==> src/rtl/piso_pkg.sv <==
// Shared definitions for the PISO stream serializer: FSM encoding and counter sizing.
package piso_pkg;

    localparam logic [1:0] IDLE_ENC   = 2'd0;
    localparam logic [1:0] SHIFT_ENC  = 2'd1;
    localparam logic [1:0] PARITY_ENC = 2'd2;

    typedef enum logic [1:0] {
        ST_IDLE   = IDLE_ENC,
        ST_SHIFT  = SHIFT_ENC,
        ST_PARITY = PARITY_ENC
    } state_e;

    // clog2 that never returns zero, so single-value counters still get one bit
    function automatic int unsigned cnt_width(input int unsigned n);
        return (n <= 1) ? 1 : $clog2(n);
    endfunction

endpackage

==> src/rtl/piso_stream_serializer_if.sv <==
// Upstream word handshake between the word source (master) and the serializer (slave).
interface piso_stream_serializer_if #(
    parameter int unsigned DATA_WIDTH = 8
);
    logic                  in_valid;
    logic [DATA_WIDTH-1:0] in_data;
    logic                  in_ready;

    modport master (output in_valid, output in_data, input in_ready);
    modport slave  (input in_valid, input in_data, output in_ready);
endinterface

==> src/rtl/piso_bit_tick.sv <==
// Per-bit tick generator: counts down BIT_CYCLES-1..0, restarting on each accepted word.
module piso_bit_tick
    import piso_pkg::*;
#(
    parameter int unsigned BIT_CYCLES = 1
) (
    input  logic clk,
    input  logic rst_n,
    input  logic restart,
    input  logic active,
    output logic tick_c,
    output logic last_tick_c
);
    localparam int unsigned TW = cnt_width(BIT_CYCLES);

    logic [TW-1:0] cnt_q, cnt_d;

    always_comb begin
        cnt_d = cnt_q;
        if (restart) begin
            cnt_d = TW'(BIT_CYCLES - 1);
        end else if (active) begin
            cnt_d = (cnt_q == '0) ? TW'(BIT_CYCLES - 1) : cnt_q - TW'(1);
        end
    end

    always_ff @(posedge clk or negedge rst_n) begin
        if (!rst_n) cnt_q <= '0;
        else        cnt_q <= cnt_d;
    end

    assign tick_c      = active;
    assign last_tick_c = active & (cnt_q == '0);
endmodule

==> src/rtl/piso_stream_serializer.sv <==
// Parallel-in/serial-out serializer for the TX path; streams words back-to-back.
// Optional even-parity bit after each word when PISO_PARITY_EN is defined.
module piso_stream_serializer
    import piso_pkg::*;
#(
    parameter int unsigned DATA_WIDTH = 8,
    parameter int unsigned BIT_CYCLES = 1,
    parameter bit          LSB_FIRST  = 1'b0,
    parameter bit          IDLE_LEVEL = 1'b0
) (
    input  logic                             clk,
    input  logic                             rst_n,
    piso_stream_serializer_if.slave          in_if,
    output logic                             ser_out,
    output logic                             ser_valid,
    output logic                             frame_start,
    output logic                             busy
);
    localparam int unsigned BW = $clog2(DATA_WIDTH + 1);

    state_e                state_q, state_d;
    logic [BW-1:0]         bit_cnt_q, bit_cnt_d;
    logic [DATA_WIDTH-1:0] shreg_q, shreg_d;
    logic                  ser_out_q, ser_out_d;
    logic                  ser_valid_q, ser_valid_d;
    logic                  frame_start_q, frame_start_d;
`ifdef PISO_PARITY_EN
    logic                  parity_q, parity_d;
`endif
    logic tick_c, last_tick_c, bit_end_c, last_bit_c, in_ready_c, accept_c;

    function automatic logic head_bit(input logic [DATA_WIDTH-1:0] w);
        return LSB_FIRST ? w[0] : w[DATA_WIDTH-1];
    endfunction

    function automatic logic [DATA_WIDTH-1:0] shift_word(input logic [DATA_WIDTH-1:0] w);
        return LSB_FIRST ? (w >> 1) : (w << 1);
    endfunction

    piso_bit_tick #(.BIT_CYCLES(BIT_CYCLES)) u_bit_tick (
        .clk         (clk),
        .rst_n       (rst_n),
        .restart     (accept_c),
        .active      (state_q != ST_IDLE),
        .tick_c      (tick_c),
        .last_tick_c (last_tick_c)
    );

    assign bit_end_c  = tick_c & last_tick_c;
    assign last_bit_c = (bit_cnt_q == BW'(DATA_WIDTH - 1));
`ifdef PISO_PARITY_EN
    assign in_ready_c = (state_q == ST_IDLE) | ((state_q == ST_PARITY) & bit_end_c);
`else
    assign in_ready_c = (state_q == ST_IDLE) | ((state_q == ST_SHIFT) & last_bit_c & bit_end_c);
`endif
    assign accept_c       = in_if.in_valid & in_ready_c;
    assign in_if.in_ready = in_ready_c;

    // Next-state: advance bits on tick boundaries; an accept overrides the frame end
    always_comb begin
        state_d       = state_q;
        bit_cnt_d     = bit_cnt_q;
        shreg_d       = shreg_q;
        ser_out_d     = ser_out_q;
        ser_valid_d   = ser_valid_q;
        frame_start_d = 1'b0;
`ifdef PISO_PARITY_EN
        parity_d      = parity_q;
`endif
        case (state_q)
            ST_SHIFT: begin
                if (bit_end_c) begin
                    if (!last_bit_c) begin
                        bit_cnt_d = bit_cnt_q + BW'(1);
                        ser_out_d = head_bit(shreg_q);
                        shreg_d   = shift_word(shreg_q);
`ifdef PISO_PARITY_EN
                    end else begin
                        state_d   = ST_PARITY;
                        ser_out_d = parity_q;
                    end
`else
                    end else begin
                        state_d     = ST_IDLE;
                        bit_cnt_d   = '0;
                        ser_out_d   = IDLE_LEVEL;
                        ser_valid_d = 1'b0;
                    end
`endif
                end
            end
`ifdef PISO_PARITY_EN
            ST_PARITY: begin
                if (bit_end_c) begin
                    state_d     = ST_IDLE;
                    bit_cnt_d   = '0;
                    ser_out_d   = IDLE_LEVEL;
                    ser_valid_d = 1'b0;
                end
            end
`endif
            default: ;
        endcase

        if (accept_c) begin
            state_d       = ST_SHIFT;
            bit_cnt_d     = '0;
            ser_out_d     = head_bit(in_if.in_data);
            shreg_d       = shift_word(in_if.in_data);
            ser_valid_d   = 1'b1;
            frame_start_d = 1'b1;
`ifdef PISO_PARITY_EN
            parity_d      = ^in_if.in_data;
`endif
        end
    end

    always_ff @(posedge clk or negedge rst_n) begin
        if (!rst_n) begin
            state_q       <= ST_IDLE;
            bit_cnt_q     <= '0;
            ser_out_q     <= IDLE_LEVEL;
            ser_valid_q   <= 1'b0;
            frame_start_q <= 1'b0;
`ifdef PISO_PARITY_EN
            parity_q      <= 1'b0;
`endif
        end else begin
            state_q       <= state_d;
            bit_cnt_q     <= bit_cnt_d;
            ser_out_q     <= ser_out_d;
            ser_valid_q   <= ser_valid_d;
            frame_start_q <= frame_start_d;
`ifdef PISO_PARITY_EN
            parity_q      <= parity_d;
`endif
        end
    end

    // Shift register only changes on reload/shift; reset leaves it untouched
    always_ff @(posedge clk) begin
        shreg_q <= shreg_d;
    end

    assign ser_out     = ser_out_q;
    assign ser_valid   = ser_valid_q;
    assign frame_start = frame_start_q;
    assign busy        = ser_valid_q;
endmodule

==> src/flat_wrapper.sv <==
// flat-port wrapper written by rule: the top's interface ports become plain ports
module piso_stream_serializer_flat import piso_pkg::*;
#(
    parameter int unsigned DATA_WIDTH = 8,
    parameter int unsigned BIT_CYCLES = 1,
    parameter bit          LSB_FIRST  = 1'b0,
    parameter bit          IDLE_LEVEL = 1'b0
)
  (clk, rst_n, ser_out, ser_valid, frame_start, busy, in_if_in_valid, in_if_in_data, in_if_in_ready);
  piso_stream_serializer_if #(.DATA_WIDTH(DATA_WIDTH)) in_if_i ();
  input  logic clk;
  input  logic rst_n;
  output logic ser_out;
  output logic ser_valid;
  output logic frame_start;
  output logic busy;
  input wire logic [$bits(in_if_i.in_valid)-1:0] in_if_in_valid;
  input wire logic [$bits(in_if_i.in_data)-1:0] in_if_in_data;
  output wire logic [$bits(in_if_i.in_ready)-1:0] in_if_in_ready;
  assign in_if_i.in_valid = in_if_in_valid;
  assign in_if_i.in_data = in_if_in_data;
  assign in_if_in_ready = in_if_i.in_ready;
  piso_stream_serializer #(.DATA_WIDTH(DATA_WIDTH), .BIT_CYCLES(BIT_CYCLES), .LSB_FIRST(LSB_FIRST), .IDLE_LEVEL(IDLE_LEVEL)) u_core (.clk(clk), .rst_n(rst_n), .in_if(in_if_i), .ser_out(ser_out), .ser_valid(ser_valid), .frame_start(frame_start), .busy(busy));
endmodule
==> config.mk <==
export PLATFORM = sky130hd
export DESIGN_NAME = piso_stream_serializer_flat
export DESIGN_NICKNAME = d
export VERILOG_FILES = /design/src/rtl/piso_pkg.sv /design/src/rtl/piso_stream_serializer_if.sv /design/src/rtl/piso_bit_tick.sv /design/src/rtl/piso_stream_serializer.sv /design/src/flat_wrapper.sv
export SDC_FILE = /design/constraint.sdc
export NUM_CORES = 1
export LEC_CHECK = 0
export CAP_MARGIN = 20
export CORE_UTILIZATION = 45
export CTS_CLUSTER_DIAMETER = 200
export CTS_CLUSTER_SIZE = 28
export DETAILED_ROUTE_END_ITERATION = 8
export PLACE_DENSITY = 0.73
export SLEW_MARGIN = 20
export SYNTH_ARGS = -nofsm -noshare
export SYNTH_HDL_FRONTEND = slang
export SYNTH_HIERARCHICAL = 1
export SYNTH_SLANG_ARGS = --single-unit
==> constraint.sdc <==
create_clock -name clk -period 1.92 [get_ports clk]
set_clock_uncertainty 0.2 [all_clocks]
set_input_delay 0.384 -clock clk [delete_from_list [all_inputs] [get_ports clk]]
set_output_delay 0.384 -clock clk [all_outputs]
set_load 0.01 [all_outputs]
Yosys cells after proc, flatten, opt, wreduce, memory -nomap -nowiden
Cells that the tools add are included.

Add/sub/neg operators: 2. Eq/ne operators: 3. Muxes and demuxes: 24. Bitwise operators: 7. Reductions and logical operators: 9.

Operators by type and width (number): $mux W8 (4); $mux W4 (4); $mux W1 (12); $reduce_bool A2 Y1 (5); $mux W2 (4); $reduce_and A3 Y1 (2); $and A1 B1 Y1 (5); $add A4 B1 Y4 const B (1); $eq A4 B3 Y1 const B (1); $eq A2 B1 Y1 const B (1); $logic_not A2 Y1 (1); $ne A2 B2 Y1 const B (1); $reduce_and A2 Y1 (1); $not A1 Y1 (1); $or A1 B1 Y1 (1); $sub A1 B1 Y1 const B (1).

Bits in registers: 17. Input port bits: 11. Output and inout port bits: 5. Word-level logic and storage cells: 52.

Depth between registers and ports, before layout
Depth after elaboration: 8. Mapped depth: 4. Mapped depth without buffers: 4.

Cells and area by module
The synthesis kept the hierarchy.

Modules (own cells, without submodules): piso_stream_serializer (instances 1, cells each 53, area each 675.6 um2, seq. area each 385.4 um2); piso_bit_tick (instances 1, cells each 2, area each 15.0 um2, seq. area each 0.0 um2).

Least setup slack after synthesis
OpenSTA, ideal clock, no wires.

Kind: register -> register. From: reg, netlist name u_core/busy. To: reg u_core.shreg_q[2], data pin. Setup time: 0.260 ns. Arrival time: 1.312 ns. Data required time: 1.460 ns. Setup slack: 0.148 ns. Cell stages (with the launch flop): 5. Buffers on the path: 1. Period minus slack after synthesis: 1.772 ns. Cells stage by stage: dfrtp_1 -> buf_4 -> nand2_1 -> o21ai_4 -> mux2_2.

RTL lines: end signal: assignment (RTL line piso_stream_serializer.sv:142) `shreg_q <= shreg_d;`; end: declaration (RTL line piso_stream_serializer.sv:23) `logic [DATA_WIDTH-1:0] shreg_q, shreg_d;`.

Final worst setup path
From: reg u_core.bit_cnt_q[1]. To: reg u_core.shreg_q[6], data pin.

Longest elaborated chain between the ends: 6.

RTL lines: start: declaration (RTL line piso_stream_serializer.sv:22) `logic [BW-1:0] bit_cnt_q, bit_cnt_d;`; start signal: assignment (RTL line piso_stream_serializer.sv:130) `bit_cnt_q <= bit_cnt_d;`; $eq A4 B3 Y1 (RTL line piso_stream_serializer.sv:50) `assign last_bit_c = (bit_cnt_q == BW'(DATA_WIDTH - 1));`; $and A1 B1 Y1 (2 in a row) (RTL line piso_stream_serializer.sv:54) `assign in_ready_c = (state_q == ST_IDLE) | ((state_q == ST_SHIFT) & last_bit_c & bit_end_c);`; $or A1 B1 Y1 (RTL line piso_stream_serializer.sv:54); $and A1 B1 Y1 (RTL line piso_stream_serializer.sv:56) `assign accept_c = in_if.in_valid & in_ready_c;`; net u_core.accept_c (RTL line piso_stream_serializer.sv:30) `logic tick_c, last_tick_c, bit_end_c, last_bit_c, in_ready_c, accept_c;`; $mux W8 (RTL line piso_stream_serializer.sv:105) `if (accept_c) begin`; net u_core.shreg_d[6] (RTL line piso_stream_serializer.sv:23).

The timed path passes the listed nets, and every way through them passes these cells. A chain may end at the register's enable or synchronous reset.

==> Flow_metrics.wiki <==
{| class="wikitable"
! Metric !! Value
|-
| Outcome || complete, no violations
|-
| Count of buffers inserted at the top-level ports || 15
|-
| Pwr Density || about 1600 nW/µm²
|-
| Top-level port count || 16
|-
| Number of H-tree branching levels || 1
|-
| Relative contribution of combinational cells to total power || 0.548
|-
| Mean post-synth cell area || between 10 and 15 µm²
|-
| Synth Flop Type || sky130_fd_sc_hd__edfxtp_1
|-
| Setup slack after layout || about 0.023 ns
|-
| Worst rel slew slack || 0.775
|-
| Clk sink count || 14
|-
| Antenna violations before repair || 0
|-
| Antenna-violating nets left || 0
|-
| Synthesized cell area || 691 µm²
|-
| Slew at the pin with the worst max-slew slack || approximately 0.34 ns
|-
| CTS max path bufs || 2
|-
| Share of flip-flops with an asynchronous set or reset after synthesis || 0.500
|-
| Part of the power in the clock network || 0.107
|-
| Clock tree from TritonCTS || yes
|-
| DRC errors left || 0
|-
| Highest cell delay on the worst timing path || approximately 0.37 ns
|-
| Average vias per placed instance || roughly 5.4
|-
| Critical path arrival || 1.74 ns
|-
| Share of cells above drive strength 1 || 0.341
|-
| Sw Ratio || 0.326
|-
| Leakage power || about 0.45 nW
|-
| Flops & latches, synth || 14
|-
| Finished Core Util || 0.733
|-
| Hold-fix buffer count after cts || 0
|-
| Leading cell types by total area after synthesis || sky130_fd_sc_hd__edfxtp_1 30%, sky130_fd_sc_hd__dfrtp_1 25%, sky130_fd_sc_hd__mux2_2 9.8%
|-
| CP startpoint kind || flop
|-
| Final Slew Violations || 0
|-
| X dimension of the die || ~41 µm
|-
| Required time reported for the critical path endpoint || roughly 1.8 ns
|-
| Number of enable flip-flop cells after synthesis || 7
|-
| Int Power || 0.00109 W
|-
| Post-layout net count || 98
|-
| Setup repair after global routing missed its margin || yes
|-
| Fillers || 101
|-
| Final antenna diode count || 0
|-
| Peak supply drop || about 870 µV
|-
| Area fraction of the dominant cell type after synthesis || 0.304
|-
| Achievable clock frequency || 527 MHz
|-
| Share of the clock period used by the worst path after layout || 0.988
|-
| Violation count after the first detailed-routing iteration || 11
|-
| Class of the most critical setup path || flop to flop
|-
| Clock network latency to the later pin of the worst-skew pair || roughly 0.28 ns
|-
| Count of endpoints failing hold in the final timing report || 0
|-
| Vias in the first global route || 495
|-
| Switching power || approximately 0.00053 W
|-
| Tightest hold margin || 0.162 ns
|-
| Sequential share of power || 0.345
|-
| Final routed wire length divided by cell count || between 10 and 15 µm
|-
| Detailed Place HPWL || approximately 1100 µm
|-
| Leftover overflow at the end of global routing || 0
|-
| Cell depth of the worst flop-to-flop path || 5
|-
| Initial core utilization || 0.505
|-
| Core region area || between 1000 and 1500 µm²
|-
| Endpoints failing setup || 0
|-
| Sequential cell area fraction in the yosys report || 0.558
|-
| Synthesized net count || 67
|-
| Number of synthesis warnings || 6
|-
| Vias post-DR || about 540
|-
| Root buffer cell || sky130_fd_sc_hd__clkbuf_4
|-
| Count of unique library cells instantiated by Yosys || 24
|-
| Die Footprint || 1700 µm²
|-
| Clock slew seen by the registers of the worst setup and hold paths || roughly 0.080 ns
|-
| Die outline height || ~41 µm
|-
| Gpl congestion || ~0.73
|-
| Number of detailed-routing iterations run before antenna repair || 3
|-
| Number of max-capacitance violations reported || 0
|-
| Most frequent standard cell in the layout excluding fill and tap cells || sky130_fd_sc_hd__buf_4
|-
| Overall routed net length || between 1000 and 1500 µm
|-
| Number of standard-cell rows in the floorplan || 13
|-
| Number of buffers created by CTS || 3
|-
| GRT Total Usage || 0.211
|-
| Commonest cells after routing, fill and taps aside || 13 x sky130_fd_sc_hd__buf_4, 11 x sky130_fd_sc_hd__clkdlybuf4s50_1, 7 x sky130_fd_sc_hd__dfrtp_1, 7 x sky130_fd_sc_hd__edfxtp_1, 6 x sky130_fd_sc_hd__nand3_1
|-
| Synthesis-to-layout area growth || 44.9%
|-
| Max Fanout on Critical Path || 8
|-
| Kind of end point of the critical path || flop
|-
| Critical path, cell by cell || ha_2 > buf_6 > nand4b_4 > o21ai_4 > mux2_2
|-
| Post-synthesis instance total || 55
|-
| Largest net degree at the start of global routing || 15
|-
| Wire length of the first global-routing pass || about 2100 µm
|-
| Final critical path time including I/O delays and setup || around 1.9 ns
|-
| Critical Path Slowest Stage Cell || sky130_fd_sc_hd__mux2_2
|-
| Pre-CTS setup slack || -0.271 ns
|-
| Class of the most critical hold timing path || input pin to asynchronous set/reset pin
|-
| Cell type with the highest aggregate area in the netlist || sky130_fd_sc_hd__edfxtp_1
|}
## synth_stat cells (2+ instances only)
library cell and n:
sky130_fd_sc_hd__buf_4 3, sky130_fd_sc_hd__nand3_1 6, sky130_fd_sc_hd__nand2b_1 2, sky130_fd_sc_hd__edfxtp_1 7, sky130_fd_sc_hd__dfrtp_1 7, sky130_fd_sc_hd__o21a_1 2, sky130_fd_sc_hd__o21ai_0 2, sky130_fd_sc_hd__mux2_2 6
sky130_fd_sc_hd__and3_1 2, sky130_fd_sc_hd__nand2_1 4
## power by group through the flow
stage | logic [W] | clock network (W) | registers, W
floorplan | 0.000421 | 0 | 0.000580
CTS | 0.000838 | 0.000182 | 0.000555
finish | 0.000885 | 0.000172 | 0.000557
detailed placement | 0.000837 | 0 | 0.000562
global route | 0.000951 | 0.000198 | 0.000570
global placement | 0.000810 | 0 | 0.000557
## cell families after synthesis
kind of cell / after synthesis / share of synthesized area
fa+ha+maj: 1 / 0.0181
buf+inv: 5 / 0.0453
mux: 6 / 0.0978
compound gates: 9 / 0.109
xor+xnor: 1 / 0.0127
flops: 14 / 0.558
simple gates: 19 / 0.159
## per-stage QoR
step           instances  instance area (µm²)  TNS, ns  total power, W
5_1_grt              100                 1000   -0.217         0.00172
3_5_place_dp          95                  950    -2.41         0.00140
6_report             100                 1000        0         0.00161
3_3_place_gp          95                  950    -1.94         0.00137
4_1_cts               99                  978  -0.0538         0.00158
2_1_floorplan         55                  691        0         0.00100
## state kept, by name (all words and copies together), names as in the netlist
| name | count |
|---|---|
| u_core/frame_start | 1 |
| u_core/busy | 1 |
| u_core/shreg_q | 7 |
| u_core/bit_cnt_q | 4 |
| u_core/ser_out | 1 |
## cell type report
cell class | instances | area (µm²) | area share
multi-input cells | 36 | 293 | 0.293
clock buffers | 4 | 26.3 | 0.0263
flip-flops and latches | 14 | 385 | 0.385
repair buffers | 30 | 274 | 0.274
well taps | 15 | 18.8 | 0.0188
inverters | 1 | 3.75 | 0.00375
## repair_timing
action,4_1_cts,5_1_grt
cloned,0,0
gates resized for setup,7,6
buffers inserted,0,1
pin swaps,0,5
setup endpoints to repair,3,7
## routing by layer
metal  global-route usage  vias to the layer above  share of wire
met5                    0                        -              0
met4                0.121                        0         0.0087
met3               0.0652                        2          0.034
met2                0.359                       10           0.53
met1                0.228                      262           0.43
li1                     -                      265              -
## worst paths after layout
path	start	endpoint	slack, ns
setup / recovery	u_core/bit_cnt_q[1]	u_core/shreg_q[6]	0.02
hold / removal	rst_n	u_core/ser_out	0.16
setup reg to reg	u_core/bit_cnt_q[1]	u_core/shreg_q[6]	0.02
hold reg to reg	u_core/ser_out	u_core/ser_out	0.30
max in group asynchronous	rst_n	u_core/busy	1.10
min in group clk	u_core/ser_out	u_core/ser_out	0.30
## worst max-delay path: cells and delay by family, from the launching register on
family                     cells  cell delay [ns]
and+or+nand+nor                1             0.11
DFF                            1             0.36
buffers and inverters          1             0.12
muxes                          1             0.37
adders and majority gates      1             0.20
AOI/OAI and AO/OA              1             0.29
Power figures use the tool's default switching activity.
